==> src/rtl/abc_serial_loader.sv <==
// abc_serial_loader
//   Serial front end for the 3-bit ABC code decoder. A frame on SIN is one
//   start bit (0), DATA_W data bits sent MSB first, and one stop bit (1).
//   Each bit is sampled in the middle of its bit period. ABC is loaded from
//   the shadow register only when the stop bit is good, so the decoder never
//   sees a partial code.
// Ports
//   clk        rising-edge clock
//   rst        synchronous, active-high reset
//   SIN        serial input; idles high
//   ABC        last valid code, held between frames
//   abc_valid  one-cycle strobe after ABC is loaded
//   frame_err  one-cycle strobe after a stop bit is sampled low
//   busy       high whenever the receiver is not idle
module abc_serial_loader #(
   parameter int                DATA_W     = 3,
   parameter int                BIT_CYCLES = 4,
   parameter logic [DATA_W-1:0] RESET_CODE = '0
) (
   input  logic              clk,
   input  logic              rst,
   input  logic              SIN,
   output logic [DATA_W-1:0] ABC,
   output logic              abc_valid,
   output logic              frame_err,
   output logic              busy
);

   localparam int H  = BIT_CYCLES / 2;
   localparam int CW = $clog2(BIT_CYCLES) + 1;
   localparam int BW = $clog2(DATA_W) + 1;

   typedef enum logic [2:0] {IDLE, START, DATA, STOP, WAIT_HI} state_t;

   state_t            state, state_nx;
   logic [CW-1:0]     cyc;
   logic [BW-1:0]     bitn;
   logic [DATA_W-1:0] shadow;
   logic              shift, load, err;

   // Counter value seen at an edge is (edges since the last clear) - 1, so a
   // sample point k edges after the clear is reached when cyc == k-1.
   always_comb begin
      state_nx = state;
      shift    = 1'b0;
      load     = 1'b0;
      err      = 1'b0;
      case (state)
         IDLE:    if (!SIN) state_nx = START;
         START:   if (cyc == CW'(H - 1)) state_nx = SIN ? IDLE : DATA;
         DATA:    if (cyc == CW'(BIT_CYCLES - 1)) begin
                     shift = 1'b1;
                     if (bitn == BW'(DATA_W - 1)) state_nx = STOP;
                  end
         STOP:    if (cyc == CW'(BIT_CYCLES - 1)) begin
                     if (SIN) begin
                        load     = 1'b1;
                        state_nx = IDLE;
                     end else begin
                        err      = 1'b1;
                        state_nx = WAIT_HI;
                     end
                  end
         // A low stop bit must go high again before a new start is accepted.
         WAIT_HI: if (SIN) state_nx = IDLE;
         default: state_nx = IDLE;
      endcase
   end

   always_ff @(posedge clk) begin
      if (rst) begin
         state     <= IDLE;
         cyc       <= '0;
         bitn      <= '0;
         shadow    <= '0;
         ABC       <= RESET_CODE;
         abc_valid <= 1'b0;
         frame_err <= 1'b0;
      end else begin
         state     <= state_nx;
         abc_valid <= load;
         frame_err <= err;
         // Cleared on every state entry and after each data bit; only counts
         // in the timed states so it never wraps while waiting.
         if (state_nx != state || shift)
            cyc <= '0;
         else if (state == START || state == DATA || state == STOP)
            cyc <= cyc + CW'(1);
         if (state_nx != state)
            bitn <= '0;
         else if (shift)
            bitn <= bitn + BW'(1);
         if (shift)
            shadow <= {shadow[DATA_W-2:0], SIN};
         if (load)
            ABC <= shadow;
      end
   end

   assign busy = (state != IDLE);

endmodule

==> config.mk <==
export PLATFORM = sky130hd
export DESIGN_NAME = abc_serial_loader
export DESIGN_NICKNAME = d
export VERILOG_FILES = /design/src/rtl/abc_serial_loader.sv
export SDC_FILE = /design/constraint.sdc
export NUM_CORES = 1
export LEC_CHECK = 0
export CAP_MARGIN = 20
export CORE_AREA = 8 8 48 50
export CTS_CLUSTER_DIAMETER = 100
export DETAILED_ROUTE_END_ITERATION = 10
export DIE_AREA = 0 0 56 58
export MAX_ROUTING_LAYER = met4
export PLACE_DENSITY = 0.87
export SYNTH_ARGS = -nofsm -noshare
export SYNTH_HDL_FRONTEND = slang
export SYNTH_SLANG_ARGS = --single-unit
==> constraint.sdc <==
create_clock -name clk -period 2.47 [get_ports clk]
set_input_delay 0.247 -clock clk [delete_from_list [all_inputs] [get_ports clk]]
set_output_delay 0.247 -clock clk [all_outputs]
set_load 0.005 [all_outputs]
==> impl.org <==
** Drt
- The pre-antenna-repair detailed-routing pass consisted of 4 iterations.
- Residual DRC :: 0
- The routed design has 1420 µm of wire.
- Detailed routing inserted a total of 608 vias.
- Initial DRC Count :: 8
- In the final routed layout, each cell accounts on average for 12.8 µm.
- In this run the remaining antenna-violating nets after routing total 0.
- Ratio of routed vias to standard cells :: 5.48

** Place
- Number of I/O port buffers :: 8
- Weighted congestion reported at the end of routability-driven placement :: 0.792
- Detailed Place HPWL :: 1050 µm
- Summing all placed instances gives a cell area of 916 µm².
- Cell Count Post-Placement :: 107

** Critical path
- In this run the critical register-to-register path is captured at cyc[2].
- Setup slack on the worst reg-to-reg path comes out at 0.62 ns.
- The startpoint identified for the worst register-to-register timing path is cyc[0].
- Counting both buffers and inverters, the worst setup path holds a total of 1.
- Top cell family by delay on the critical path :: flip-flops
- The worst setup path is launched from a flop.
- Worst path slowest cell :: sky130_fd_sc_hd__dfxtp_1
- Critical-path maximum fanout :: 15
- For the worst setup path, the data arrival time is 1.62 ns.
- Measured in cells, the most critical reg-to-reg path has a length of 6.
- Cells traversed along the worst timing path :: or3_1 > clkdlybuf4s50_1
- In this design, the stage delay of the slowest critical-path cell is 0.47 ns.
- The critical path in this run is classified as flop to output pin.
- Endpoint type of the worst setup path :: output pin
- Data required time at the worst endpoint :: 2.22 ns

** Logic synthesis
- By area, the combinational part of the netlist is dominated by simple AND/OR/NAND/NOR gates.
- Post-synthesis average cell area :: 9.67 µm²
- Sequential area share after synthesis :: 40.0%
- After Yosys synthesis, and, or, nand and nor cells account for 20.6% of the synthesized area.
- In the post-synthesis netlist, the biggest area contributors are sky130_fd_sc_hd__dfxtp_1 (40%), sky130_fd_sc_hd__ha_1 (8.8%), sky130_fd_sc_hd__mux2i_1 (7.1%).
- Summed over all instances, the cell type with the most area after synthesis is sky130_fd_sc_hd__dfxtp_1.
- Counting every instance in the synthesized netlist gives 88.
- Summing every instance area after synthesis gives 851 µm².
- Parity-gate share of the synthesized area counting xor and xnor cells :: 3.09%
- After synthesis, the netlist uses 33 different library cells.
- The synthesized netlist devotes 8.82% of its cell area to adder and majority cells.
- Portion of netlist area occupied by mux cells :: 7.06%
- Count of state elements after synthesis :: 17
- Share of the synthesized area in the top cell type :: 40.0%
- During synthesis, Yosys emitted a total of 0 warnings.
- Mapped Nets :: 97
- The synthesized netlist devotes 14.0% of its cell area to compound gates.

** GRT
- The number of global-route vias before repair was 542.
- First-pass GRT wire length :: 2390 µm
- For this run, the total global-route usage over all layers was measured as 9.20%.
- Summed over all layers, the global routing overflow is 0.
- Entering global routing, the biggest net connects 16 pins.
- Initial antenna violation count :: 0

** Timing
- Final setup viols :: 0
- Total count of hold-check failures in the final report :: 0
- Final number of max-transition violations :: 0
- Unrepaired setup endpoints after global routing :: no
- Final cycle utilization of the critical path :: 75.6%
- At the pin with the least slew margin, the transition time is 0.487 ns.
- Post-Route Setup TNS :: 0 ns
- The worst pin sits at a relative slew slack of 67.5%.
- The clock period could shrink to 1.87 ns.
- Derived from the worst setup path, the maximum achievable clock frequency is 0.535 GHz.
- The clock arrives with 0.00228 ns of skew.

** Min path
- The worst hold path terminates at ABC[2].
- In this run the worst hold path is classified as flop to flop.
- Launch point of the worst hold path :: shadow[2]
- Along the worst hold path, the cell count comes to 2.

** Clock tree
- Number of buffers created by CTS :: 3
- H-tree levels :: 1
- Hold buffer count at cts :: 0
- Clock-pin slew was measured on the worst setup and hold paths at 0.10 ns.
- The later pin in the worst-skew pair is clocked with a latency of 0.29 ns.
- After clock tree synthesis, the repair step resized 0 gates.
- CTS placed an instance of sky130_fd_sc_hd__clkbuf_4 at the clock tree root.
- Clock tree from TritonCTS :: done
- Number of sinks driven by the clock tree :: 17
- The longest clock path from root to sink contains 2 buffers.
- In this run the post-CTS setup repair buffer count came out at 0.

** Layout
- Commonest non-fill, non-tap cells in the layout :: sky130_fd_sc_hd__dfxtp_1 (17), sky130_fd_sc_hd__nor2_1 (13), sky130_fd_sc_hd__clkdlybuf4s50_1 (8)
- Area growth from synthesis to layout :: 10.9%
- Nets :: 104
- After routing the design area is 943 µm².
- 0 antenna diodes ended up in the layout.
- Non-filler instance count after layout :: 111
- Most common cell after layout, fill and taps aside :: sky130_fd_sc_hd__dfxtp_1
- Share of post-route cells with drive strength above 1 :: 10.6%
- Counting the fill cells in the layout gives 147.

** Power
- Power density normalized to cell area :: 503 mW/mm²
- The worst-case IR drop observed on VDD is 0.307 mV.
- Leakage Power :: 0.000357 µW
- Total power for the finished layout comes to 474 µW.

** Floorplanning
- Core Region :: 0.00161 mm²
- The floorplan step set the die width to 56 µm.
- Once the floorplan was initialized, standard cells occupied 52.7% of the core.
- After floorplanning, the core was divided into 15 placement rows.
- Count of boundary I/O pins :: 9
- Measured along the y axis, the die boundary spans 58 µm.
- The die covers 0.00325 mm².

** Run status
- Outcome :: completed

** Flow run
- Max-cap violations in this run came to 0.
==> logic make-up (layout without fill, tap and decap cells) <==
logic type | count (synthesis) | after routing
buffers and inverters | 11 | 17
AO/OA/AOI/OAI | 13 | 13
multiplexers | 6 | 6
flip-flops | 17 | 17
XOR/XNOR | 3 | 3
AND/OR/NAND/NOR | 32 | 32
adder cells (fa/ha/maj) | 6 | 6
==> area by class of cell <==
type                       instances  area (µm²)  share of cell area [%]
timing repair buffer               8        80.1                    8.49
multi-input combinational         60         455                    48.3
inverter                           5        18.8                    1.99
tap                               17        21.3                    2.25
sequential                        17         340                    36.1
clock buffer                       3        22.5                    2.39
clock inverter                     1        5.00                   0.531
==> per-layer routing <==
layer | global-route usage [%] | vias to the layer above | share of wire, %
met2 | 12.8 | 7 | 47
met1 | 10.7 | 274 | 50
met5 | - | - | 0
met3 | 2.40 | 2 | 2.5
li1 | - | 325 | -
met4 | 7.90 | 0 | 0.91
==> synth_stat cells <==
cell type                  count
sky130_fd_sc_hd__dfxtp_1      17
sky130_fd_sc_hd__nor2_1       13
sky130_fd_sc_hd__ha_1          6
sky130_fd_sc_hd__mux2i_1       6
sky130_fd_sc_hd__nor3_1        6
sky130_fd_sc_hd__inv_1         5
sky130_fd_sc_hd__a21oi_1       3
sky130_fd_sc_hd__nand2_1       3
sky130_fd_sc_hd__a32oi_1       2
sky130_fd_sc_hd__buf_2         2
sky130_fd_sc_hd__clkbuf_1      2
sky130_fd_sc_hd__xnor2_1       2
sky130_fd_sc_hd__a211oi_2      1
sky130_fd_sc_hd__a21o_1        1
sky130_fd_sc_hd__a311oi_2      1
sky130_fd_sc_hd__a31oi_1       1
sky130_fd_sc_hd__a41oi_2       1
sky130_fd_sc_hd__and2b_1       1
sky130_fd_sc_hd__and4bb_4      1
sky130_fd_sc_hd__buf_4         1
sky130_fd_sc_hd__buf_6         1
sky130_fd_sc_hd__nand2b_1      1
sky130_fd_sc_hd__nand4_1       1
sky130_fd_sc_hd__nor3b_1       1
sky130_fd_sc_hd__nor3b_2       1
sky130_fd_sc_hd__nor4_1        1
sky130_fd_sc_hd__nor4b_1       1
sky130_fd_sc_hd__o211ai_2      1
sky130_fd_sc_hd__o21bai_1      1
sky130_fd_sc_hd__o32ai_1       1
sky130_fd_sc_hd__or3_1         1
sky130_fd_sc_hd__or4_1         1
sky130_fd_sc_hd__xor2_1        1
==> where the power goes <==
group | internal, µW | total [µW] | leakage (µW) | switching [µW]
logic | 20.7 | 44.3 | 0.000202 | 23.6
registers | 277 | 284 | 0.000137 | 6.53
clock network | 60.2 | 146 | 0.0000177 | 85.9
total | 358 | 474 | 0.000357 | 116
==> stage by stage <==
step	setup slack [ns]	util, %	hold slack (ns)
CTS	0.585	58.4	0.509
global placement	0.689	56.7	0.475
floorplan	0.821	-	0.324
detailed placement	0.604	56.7	0.485
finish	0.602	58.4	0.501
global route	0.470	58.4	0.521
==> worst max-delay path by stage <==
stage / from / end / slack [ns] / depth (start not counted)
after floorplan: cyc[0] / bitn[1] / 0.82 / 6
after global placement: cyc[0] / bitn[1] / 0.69 / 6
after detailed placement: cyc[0] / cyc[2] / 0.60 / 6
after CTS: cyc[0] / cyc[2] / 0.58 / 6
after global routing: cyc[0] / cyc[2] / 0.47 / 6
final: state[1] / busy / 0.60 / 2
==> worst min-delay path, delay by kind of cell, from the launching register on <==
kind             cells  cell delay, ns
AND/OR/NAND/NOR      1            0.07
multiplexers         1            0.06
flip-flops           1            0.34
==> sequential cells by signal (all words and copies together), names as in the netlist <==
signal and flops:
ABC 3, bitn 3, cyc 3, shadow 3
state 3, abc_valid 1, frame_err 1
No activity file was read; power rests on OpenSTA's default activity.
